--- src/rtl/dmem_arbiter_pkg.sv ---
// Shared definitions for the data-memory arbiter.
// Owner encoding, default limits and a counter-width helper.
package dmem_arbiter_pkg;

    typedef enum logic {
        OWN_PIPE = 1'b0,
        OWN_DMA  = 1'b1
    } owner_e;

    localparam int DEF_MAX_BURST = 4;
    localparam int DEF_WAIT_MAX  = 8;

    function automatic int cnt_width(input int max_val);
        return (max_val < 1) ? 1 : $clog2(max_val + 1);
    endfunction

endpackage

--- src/rtl/dmem_arbiter_sat_counter.sv ---
// Saturating up-counter with synchronous clear.
// Clear has priority over increment.
module arb_sat_counter #(
    parameter int WIDTH = 4,
    parameter int MAX   = 8
) (
    input  logic             clk,
    input  logic             rst,
    input  logic             inc,
    input  logic             clr,
    output logic [WIDTH-1:0] cnt
);

    localparam logic [WIDTH-1:0] MAX_V = WIDTH'(MAX);

    logic [WIDTH-1:0] cnt_q;
    logic [WIDTH-1:0] cnt_d;

    always_comb begin
        cnt_d = cnt_q;
        if (clr) begin
            cnt_d = '0;
        end else if (inc && (cnt_q != MAX_V)) begin
            cnt_d = cnt_q + WIDTH'(1);
        end
    end

    always_ff @(posedge clk) begin
        if (rst) begin
            cnt_q <= '0;
        end else begin
            cnt_q <= cnt_d;
        end
    end

    assign cnt = cnt_q;

endmodule

--- src/rtl/dmem_arbiter.sv ---
// Single-port data memory arbiter: pipeline MEM stage has priority,
// DMA gets idle cycles or a forced slot after starving.
module dmem_arbiter
    import dmem_arbiter_pkg::*;
#(
    parameter int AW        = 32,
    parameter int DW        = 32,
    parameter int MAX_BURST = DEF_MAX_BURST,
    parameter int WAIT_MAX  = DEF_WAIT_MAX
) (
    input  logic          clk,
    input  logic          rst,
    input  logic          m_req,
    input  logic          m_we,
    input  logic [AW-1:0] m_addr,
    input  logic [DW-1:0] m_wdata,
    output logic [DW-1:0] m_rdata,
    output logic          pipe_stall,
    input  logic          d_req,
    input  logic          d_we,
    input  logic [AW-1:0] d_addr,
    input  logic [DW-1:0] d_wdata,
    output logic          d_gnt,
    output logic          d_rvalid,
    output logic [DW-1:0] d_rdata,
    output logic [AW-1:0] mem_addr,
    output logic [DW-1:0] mem_wdata,
    output logic          mem_we,
    input  logic [DW-1:0] mem_rdata
);

    localparam int SW = cnt_width(WAIT_MAX);
    localparam int BW = cnt_width(MAX_BURST - 1);
    localparam logic [SW-1:0] STARVE_LAST = SW'(WAIT_MAX - 1);
    localparam logic [BW-1:0] BURST_LAST  = BW'(MAX_BURST - 1);

    owner_e state_q;
    owner_e state_d;
    logic          d_rvalid_q;
    logic          d_rvalid_d;
    logic [DW-1:0] d_rdata_q;
    logic [DW-1:0] d_rdata_d;

    logic [SW-1:0] starve_cnt;
    logic [BW-1:0] burst_cnt;
    logic          starve_inc;
    logic          starve_clr;
    logic          burst_inc;
    logic          burst_clr;

    assign starve_inc = (state_q == OWN_PIPE) && d_req && m_req;
    assign starve_clr = (state_q == OWN_DMA) || !d_req;
    assign burst_inc  = (state_q == OWN_DMA) && d_req;
    assign burst_clr  = (state_q == OWN_PIPE);

    arb_sat_counter #(
        .WIDTH (SW),
        .MAX   (WAIT_MAX)
    ) u_starve_cnt (
        .clk (clk),
        .rst (rst),
        .inc (starve_inc),
        .clr (starve_clr),
        .cnt (starve_cnt)
    );

    arb_sat_counter #(
        .WIDTH (BW),
        .MAX   (MAX_BURST - 1)
    ) u_burst_cnt (
        .clk (clk),
        .rst (rst),
        .inc (burst_inc),
        .clr (burst_clr),
        .cnt (burst_cnt)
    );

    always_comb begin
        state_d    = state_q;
        mem_addr   = m_addr;
        mem_wdata  = m_wdata;
        mem_we     = 1'b0;
        d_gnt      = 1'b0;
        pipe_stall = 1'b0;
        unique case (state_q)
            OWN_PIPE: begin
                mem_we = m_req && m_we;
                if (d_req && (!m_req || (starve_cnt == STARVE_LAST))) begin
                    state_d = OWN_DMA;
                end
            end
            OWN_DMA: begin
                mem_addr   = d_addr;
                mem_wdata  = d_wdata;
                mem_we     = d_req && d_we;
                d_gnt      = d_req;
                pipe_stall = m_req;
                if (!d_req || ((burst_cnt == BURST_LAST) && m_req)) begin
                    state_d = OWN_PIPE;
                end
            end
            default: state_d = OWN_PIPE;
        endcase
        // Reset aborts any in-flight DMA access before it reaches memory.
        if (rst) begin
            mem_we  = 1'b0;
            d_gnt   = 1'b0;
            state_d = OWN_PIPE;
        end
    end

    always_comb begin
        d_rvalid_d = d_gnt && !d_we;
        d_rdata_d  = d_rvalid_d ? mem_rdata : d_rdata_q;
    end

    always_ff @(posedge clk) begin
        if (rst) begin
            state_q    <= OWN_PIPE;
            d_rvalid_q <= 1'b0;
            d_rdata_q  <= '0;
        end else begin
            state_q    <= state_d;
            d_rvalid_q <= d_rvalid_d;
            d_rdata_q  <= d_rdata_d;
        end
    end

    assign m_rdata  = mem_rdata;
    assign d_rvalid = d_rvalid_q;
    assign d_rdata  = d_rdata_q;

endmodule
--- config.mk ---
export PLATFORM = sky130hd
export DESIGN_NAME = dmem_arbiter
export DESIGN_NICKNAME = d
export VERILOG_FILES = /design/src/rtl/dmem_arbiter_pkg.sv /design/src/rtl/dmem_arbiter_sat_counter.sv /design/src/rtl/dmem_arbiter.sv
export SDC_FILE = /design/constraint.sdc
export NUM_CORES = 1
export LEC_CHECK = 0
export BUFFER_PORTS_ARGS = -buffer_cell sky130_fd_sc_hd__buf_2
export CORE_AREA = 8 8 109 111
export CTS_BUF_LIST = sky130_fd_sc_hd__clkbuf_8
export DETAILED_ROUTE_END_ITERATION = 16
export DIE_AREA = 0 0 117 119
export PLACE_DENSITY = 0.68
export SYNTH_ARGS = -nofsm -noshare
export SYNTH_HDL_FRONTEND = slang
export SYNTH_SLANG_ARGS = --single-unit
--- constraint.sdc ---
create_clock -name clk -period 2.7 [get_ports clk]
set_input_delay 0.135 -clock clk [delete_from_list [all_inputs] [get_ports clk]]
set_output_delay 0.135 -clock clk [all_outputs]
set_load 0.01 [all_outputs]
==> results.rst, run 1 <==
.. list-table::
   :header-rows: 1

   * - Metric
     - Value
   * - Pin count of the biggest net entering global routing
     - 66
   * - Maximum operating frequency
     - 439 MHz
   * - Vias in the first global route
     - 3152
   * - Critical Path Sink Type
     - primary output
   * - Number of nets produced by synthesis
     - 462
   * - Net count reported at finish
     - 718
   * - Part of the cycle the worst path needs
     - 0.843
   * - Req. time, crit path
     - 2.57 ns
   * - Number of antenna violations at the first check in global routing
     - 10
   * - Setup violators final
     - 0
   * - Htree depth
     - 2
   * - Die X
     - 117 um
   * - Sequential cell area fraction in the yosys report
     - 0.306
   * - Max-Slew Margin vs Limit
     - 0.446
   * - Starting Density
     - 0.259
   * - Clk slew on worst S/H paths
     - 0.08 ns
   * - Startpoint types
     - flop
   * - Post-synthesis register bit count
     - 40
   * - Post-Synth Simple-Gate Area
     - 0.178
   * - DRC violations left
     - 0
   * - Accumulated negative setup slack
     - 0 ns
   * - Aggregate global-route resource usage
     - 0.158
   * - Main combinational cell family by area after synthesis
     - multiplexers
   * - CTS Hold Buffers Added
     - 0
   * - Synth top area share
     - 0.306
   * - Number of standard-cell rows in the floorplan
     - 37
   * - Slew Limit Fails
     - 0
   * - Grt total ovfl
     - 0
   * - Count of cell types in the netlist
     - 28
   * - Clock Root Buffer
     - sky130_fd_sc_hd__clkbuf_8
   * - Time the worst path needs with I/O delays and setup
     - 2.28 ns
   * - Vias/cell
     - 4.36
   * - Drt first pass iters
     - 4
   * - Largest vdd supply drop
     - 0.000317 V
   * - # clock sinks
     - 40
   * - Post-synthesis instance total
     - 293
   * - Area delta synth->final
     - 55.9%
   * - Least setup slack across all paths after layout
     - 0.425 ns
   * - Placeable core area
     - 10100 um^2
   * - Data arrival time at the worst-slack endpoint
     - 2.14 ns
   * - First-pass GRT wire length
     - 17200 um
   * - Number of top-level pins
     - 298
   * - Maximum fanout count along the critical path
     - 38
   * - CTS tree
     - done
   * - Result of the run
     - completed
   * - Hold Vio Cnt, Final
     - 0
   * - Sum of buffers and inverters on the critical path
     - 2
   * - Max Buffers Root-to-Sink
     - 2
   * - Cell taking the most area after synthesis
     - sky130_fd_sc_hd__dfxtp_1
   * - List of cells traversed by the critical path
     - buf_4, mux2_2, buf_2
   * - Unrepaired setup endpoints after global routing
     - no
   * - WL/cell
     - 17.2 um
   * - Total routed wirelength
     - 11800 um
   * - Most instantiated flip-flop cell in the synthesis netlist
     - sky130_fd_sc_hd__dfxtp_1
   * - Fraction of registers with async set or reset after synthesis
     - 0
   * - Routed vias
     - 3002
   * - Last weighted congestion value of the routability-driven placer
     - 0.880
   * - CP top delay family
     - flip-flops
   * - Most common library cell in the layout ignoring fill and taps
     - sky130_fd_sc_hd__buf_2
   * - Number of enable-type register cells in the synthesized netlist
     - 0
   * - Critical Setup Path Class
     - flop to primary output
   * - Die Footprint
     - 13900 um^2
   * - Power density relative to cell area
     - 373 nW/um^2
   * - Dpl ws
     - 0.633 ns
   * - Worst skew pair latency
     - 0.28 ns
   * - Half-perimeter wire length after placement
     - 10300 um
   * - Die height
     - 119 um
   * - Fraction of layout instances using a drive strength above 1
     - 0.682
   * - Number of nets with antenna violations after routing
     - 0
   * - Post-Synthesis Cell Area
     - 2610 um^2
   * - Synth top area cells
     - sky130_fd_sc_hd__dfxtp_1 31%, sky130_fd_sc_hd__mux2_2 28%, sky130_fd_sc_hd__buf_4 9.2%
   * - Number of buffers created by CTS
     - 5
   * - Max Clock Skew
     - 0.00211 ns
   * - Measured slew at the worst slew-check pin
     - 0.831 ns
   * - Fraction of synthesized cell area in xor and xnor cells
     - 0.00335
   * - Slowest library cell on the worst path
     - sky130_fd_sc_hd__dfxtp_2
   * - Number of DRC violations after detailed-routing iteration 0
     - 135
   * - Share of cell area taken by muxes after synthesis
     - 0.276
   * - Resized Gates After CTS
     - 0
   * - Avg Synthesized Cell Area
     - 8.92 um^2
   * - Critical path's largest stage delay
     - 0.87 ns
   * - Warning count from the yosys run
     - 0
   * - I/O Buffers
     - 297
   * - Worst Hold Margin
     - 0.0533 ns
   * - Worst min-delay path category
     - input port to flop
   * - Number of maximum-capacitance violations
     - 0
   * - Reported leakage power
     - 2.06 nW
   * - Area share of fa/ha/maj cells after synthesis
     - 0.0144
   * - Number of buffers added for setup after CTS
     - 0
   * - Share of the synthesized area in compound gates (AO/OA/AOI/OAI)
     - 0.0881
   * - Most frequent cells in the layout
     - 297 x sky130_fd_sc_hd__buf_2, 64 x sky130_fd_sc_hd__mux2_2, 39 x sky130_fd_sc_hd__dfxtp_1, 35 x sky130_fd_sc_hd__nand2_1, 34 x sky130_fd_sc_hd__nand2b_1
layer usage:
metal	vias up	GRT usage	share of wire
li1	1470	-	-
met1	1335	0.141	0.32
met2	155	0.298	0.52
met3	24	0.0910	0.14
met4	18	0.0336	0.0094
met5	-	0	0.0093
cell families (layout without fill, tap and decap cells):
| kind of cell | Yosys count | after routing |
|---|---|---|
| simple gates | 85 | 85 |
| xor+xnor | 1 | 1 |
| other cells | 0 | 2 |
| compound gates | 45 | 45 |
| fa+ha+maj | 3 | 3 |
| flops | 40 | 40 |
| buf+inv | 55 | 312 |
| mux | 64 | 64 |
cells in the mapped netlist, types with 2 or more instances:
cell type,count
sky130_fd_sc_hd__mux2_2,64
sky130_fd_sc_hd__dfxtp_1,40
sky130_fd_sc_hd__nand2_1,35
sky130_fd_sc_hd__nand2b_1,34
sky130_fd_sc_hd__buf_4,32
sky130_fd_sc_hd__o21ai_0,32
sky130_fd_sc_hd__buf_2,13
sky130_fd_sc_hd__a21oi_1,6
sky130_fd_sc_hd__clkbuf_1,5
sky130_fd_sc_hd__o21ai_1,5
sky130_fd_sc_hd__inv_1,4
sky130_fd_sc_hd__ha_1,3
sky130_fd_sc_hd__and3b_1,2
sky130_fd_sc_hd__nand3_1,2
sky130_fd_sc_hd__nor2_1,2
sky130_fd_sc_hd__or3_1,2
path summary, 6_finish.rpt:
kind                 from           end  slack (ns)  cells after the start
min reg2reg   d_rdata[25]   d_rdata[25]        0.47                      2
min          mem_rdata[8]    d_rdata[8]        0.05                      3
max               state_q  mem_addr[20]        0.42                      3
max reg2reg       state_q   d_rdata[14]        0.69                      3
where the power goes:
group | internal (mW) | switching (mW) | leakage [nW]
Clock | 0.274 | 0.207 | 0.0542
Sequential | 0.598 | 0.0134 | 0.324
Combinational | 0.236 | 0.192 | 1.69
metrics by stage:
| stage | util | cell area, um^2 | cells | total power [mW] |
|---|---|---|---|---|
| 4_1_cts | 0.403 | 4070 | 686 | 1.56 |
| 2_1_floorplan | - | 2610 | 293 | 0.842 |
| 5_1_grt | 0.404 | 4070 | 687 | 1.61 |
| 3_5_place_dp | 0.392 | 3960 | 678 | 1.06 |
| 3_3_place_gp | 0.392 | 3960 | 678 | 1.05 |
| 6_report | 0.404 | 4080 | 688 | 1.52 |
cell type report:
class / count / area [um^2]
clock buffer: 5 / 68.8
clock inverter: 3 / 42.5
inverter: 4 / 15.0
timing repair buffer: 300 / 1510
tap: 136 / 170
fill: 1071 / 6020
sequential: 40 / 802
multi-input combinational: 198 / 1460
antenna: 2 / 5.00
tightest hold or removal path, delay by kind of cell:
kind	cells	cell delay, ns
AO/OA/AOI/OAI	1	0.05
AND/OR/NAND/NOR	1	0.04
buffers and inverters	1	0.08
state kept, by name (all words and copies together), names as in the netlist:
register and cells:
u_burst_cnt.cnt 2, d_rvalid 1, u_starve_cnt.cnt 4, d_rdata 32, state_q 1
Note: power is estimated with default switching activity, not from simulation.
==> inputs of run 2 (changes only) <==
CORE_AREA = 8 8 110 112   (was 8 8 109 111)
DIE_AREA = 0 0 118 120   (was 0 0 117 119)
PLACE_DENSITY = 0.67   (was 0.68)
clock period = 2.3 ns   (was 2.7 ns; I/O delays follow)
==> results.rst, run 2 (synthesized netlist as in run 1, its figures left out) <==
.. list-table::
   :header-rows: 1

   * - Metric
     - Value
   * - Result of the run
     - completed
   * - Time the worst path needs with I/O delays and setup
     - 1.71 ns
   * - Resized Gates After CTS
     - 0 (unchanged)
   * - Maximum fanout count along the critical path
     - 67 (+76%)
   * - Aggregate global-route resource usage
     - 0.142 (-0.0159)
   * - Number of top-level pins
     - 298 (unchanged)
   * - Part of the cycle the worst path needs
     - 0.745
   * - Measured slew at the worst slew-check pin
     - 0.513 ns (-0.317 ns)
   * - Relative contribution of the clock network to total power
     - 0.256 (-0.060)
   * - Number of antenna violations at the first check in global routing
     - 4 (-6)
   * - Clock Root Buffer
     - sky130_fd_sc_hd__clkbuf_8
   * - Number of maximum-capacitance violations
     - 0 (unchanged)
   * - Number of DRC violations after detailed-routing iteration 0
     - 142 (+5.2%)
   * - Number of buffers added for setup after CTS
     - 0 (unchanged)
   * - Max Clock Skew
     - 0.00637 ns (+0.00427 ns)
   * - CTS Hold Buffers Added
     - 0 (unchanged)
   * - Placeable core area
     - 10500 um^2 (+4.1%)
   * - Vias/cell
     - 4.23 (-3.0%)
   * - WL/cell
     - 15.9 um (-7.4%)
   * - Critical Path Sink Type
     - primary output
   * - Req. time, crit path
     - 2.18 ns (-0.39 ns)
   * - I/O Buffers
     - 297 (unchanged)
   * - Net count reported at finish
     - 717 (-0.14%)
   * - List of cells traversed by the critical path
     - buf_12, mux2_2, buf_2
   * - Area delta synth->final
     - 54.9%
   * - Maximum operating frequency
     - 584 MHz
   * - Worst min-delay path category
     - input port to flop
   * - Unrepaired setup endpoints after global routing
     - no
   * - Die X
     - 118 um (+0.85%)
   * - Slew Limit Fails
     - 0 (unchanged)
   * - Internal power
     - 1.18 mW (+6.8%)
   * - Grt total ovfl
     - 0 (unchanged)
   * - First-pass GRT wire length
     - 16500 um (-4.2%)
   * - Worst Hold Margin
     - 0.0391 ns (-0.0143 ns)
   * - Most frequent cells in the layout
     - 297 x sky130_fd_sc_hd__buf_2, 64 x sky130_fd_sc_hd__mux2_2, 39 x sky130_fd_sc_hd__dfxtp_1, 35 x sky130_fd_sc_hd__nand2_1, 34 x sky130_fd_sc_hd__nand2b_1
   * - Switching power of the nets
     - 0.463 mW (+12%)
   * - CTS tree
     - done
   * - Routed vias
     - 2915 (-2.9%)
   * - Last weighted congestion value of the routability-driven placer
     - 0.805 (-8.5%)
   * - Startpoint types
     - flop
   * - Die height
     - 120 um (+0.84%)
   * - Number of nets with antenna violations after routing
     - 0 (unchanged)
   * - Sequential share of power
     - 0.432 (+0.029)
   * - Register-to-register setup slack
     - 0.84 ns (+0.15 ns)
   * - DRC violations left
     - 0 (unchanged)
   * - Critical path's largest stage delay
     - 0.42 ns (-0.45 ns)
   * - Data arrival time at the worst-slack endpoint
     - 1.60 ns (-0.54 ns)
   * - Clk slew on worst S/H paths
     - 0.08 ns (about the same)
   * - Accumulated negative setup slack
     - 0 ns (unchanged)
   * - Largest vdd supply drop
     - 0.000199 V (-37%)
   * - # clock sinks
     - 40 (unchanged)
   * - Max-Slew Margin vs Limit
     - 0.658 (+0.212)
   * - Htree depth
     - 2 (unchanged)
   * - Slowest library cell on the worst path
     - sky130_fd_sc_hd__dfxtp_2
   * - Number of standard-cell rows in the floorplan
     - 38 (+2.7%)
   * - Max FFs per register
     - 32 (unchanged)
   * - Max Buffers Root-to-Sink
     - 2 (unchanged)
   * - Total routed wirelength
     - 11000 um (-7.2%)
   * - Die Footprint
     - 14200 um^2 (+1.7%)
   * - Pin count of the biggest net entering global routing
     - 68 (+3.0%)
   * - Vias in the first global route
     - 3078 (-2.3%)
   * - Reported leakage power
     - 2.05 nW (-0.53%)
   * - Most common library cell in the layout ignoring fill and taps
     - sky130_fd_sc_hd__buf_2
   * - Net switching share of the total power
     - 0.281 (+0.0101)
   * - Half-perimeter wire length after placement
     - 9600 um (-6.7%)
   * - Setup violators final
     - 0 (unchanged)
   * - Drt first pass iters
     - 4 (unchanged)
   * - Worst skew pair latency
     - 0.28 ns (about the same)
   * - Number of buffers created by CTS
     - 5 (unchanged)
   * - Critical Setup Path Class
     - flop to primary output
   * - Power density relative to cell area
     - 406 nW/um^2 (+9.0%)
   * - Starting Density
     - 0.249 (-0.0102)
   * - Fraction of layout instances using a drive strength above 1
     - 0.679 (-0.00299)
   * - Hold Vio Cnt, Final
     - 0 (unchanged)
   * - Combinational share of power
     - 0.312 (+0.030)
run 2: cell count changes in the layout (fill, tap and decap cells not counted):
cell	delta
sky130_fd_sc_hd__diode_2	-1
sky130_fd_sc_hd__clkinvlp_4	-1
sky130_fd_sc_hd__inv_1	+1
sky130_fd_sc_hd__bufinv_16	-1
sky130_fd_sc_hd__buf_4	-2
sky130_fd_sc_hd__buf_12	+1
run 2: final timing paths:
check / cells past startpoint / endpoint / start
max reg2reg: 5 / u_starve_cnt.cnt[2] / u_starve_cnt.cnt[0]
min reg2reg: 2 / d_rdata[22] / d_rdata[22]
max: 3 / mem_addr[28] / state_q
min: 3 / d_rdata[16] / mem_rdata[16]
run 2: area by class of cell:
cell class / instances / area (um^2)
Clock buffer: 5 / 68.8
Clock inverter: 2 / 8.76
Multi-Input combinational cell: 198 / 1460
Inverter: 4 / 15.0
Fill cell: 1083 / 6460
Sequential cell: 40 / 802
Antenna cell: 1 / 2.50
Tap cell: 140 / 175
Timing Repair Buffer: 299 / 1510
run 2: metal layers:
layer	track usage	part of all wire	vias up
met5	0	0.0051	-
met4	0.0352	0.014	8
met3	0.0916	0.14	17
met2	0.255	0.51	160
met1	0.133	0.34	1263
li1	-	-	1467
run 2: power by group through the flow:
stage	registers (mW)	clock network [mW]	logic, mW
finish	0.710	0.421	0.514
detailed placement	0.726	0	0.519
global placement	0.726	0	0.513
global route	0.711	0.481	0.553
CTS	0.710	0.449	0.523
floorplan	0.728	0	0.261
run 2: per-stage QoR:
stage	area, um^2	total power [mW]	setup slack [ns]	cells	utilization
after floorplan	2610	0.989	0.961	293	-
after global placement	3970	1.24	0.805	681	0.378
after detailed placement	3970	1.25	0.747	681	0.378
after CTS	4050	1.68	0.575	688	0.385
after global routing	4050	1.75	0.507	688	0.385
final	4050	1.65	0.587	689	0.385
run 2: worst max-delay path, delay by kind of cell, from the launching register on:
kind	cells	cell delay [ns]
muxes	1	0.39
DFF	1	0.42
buffers and inverters	2	0.47
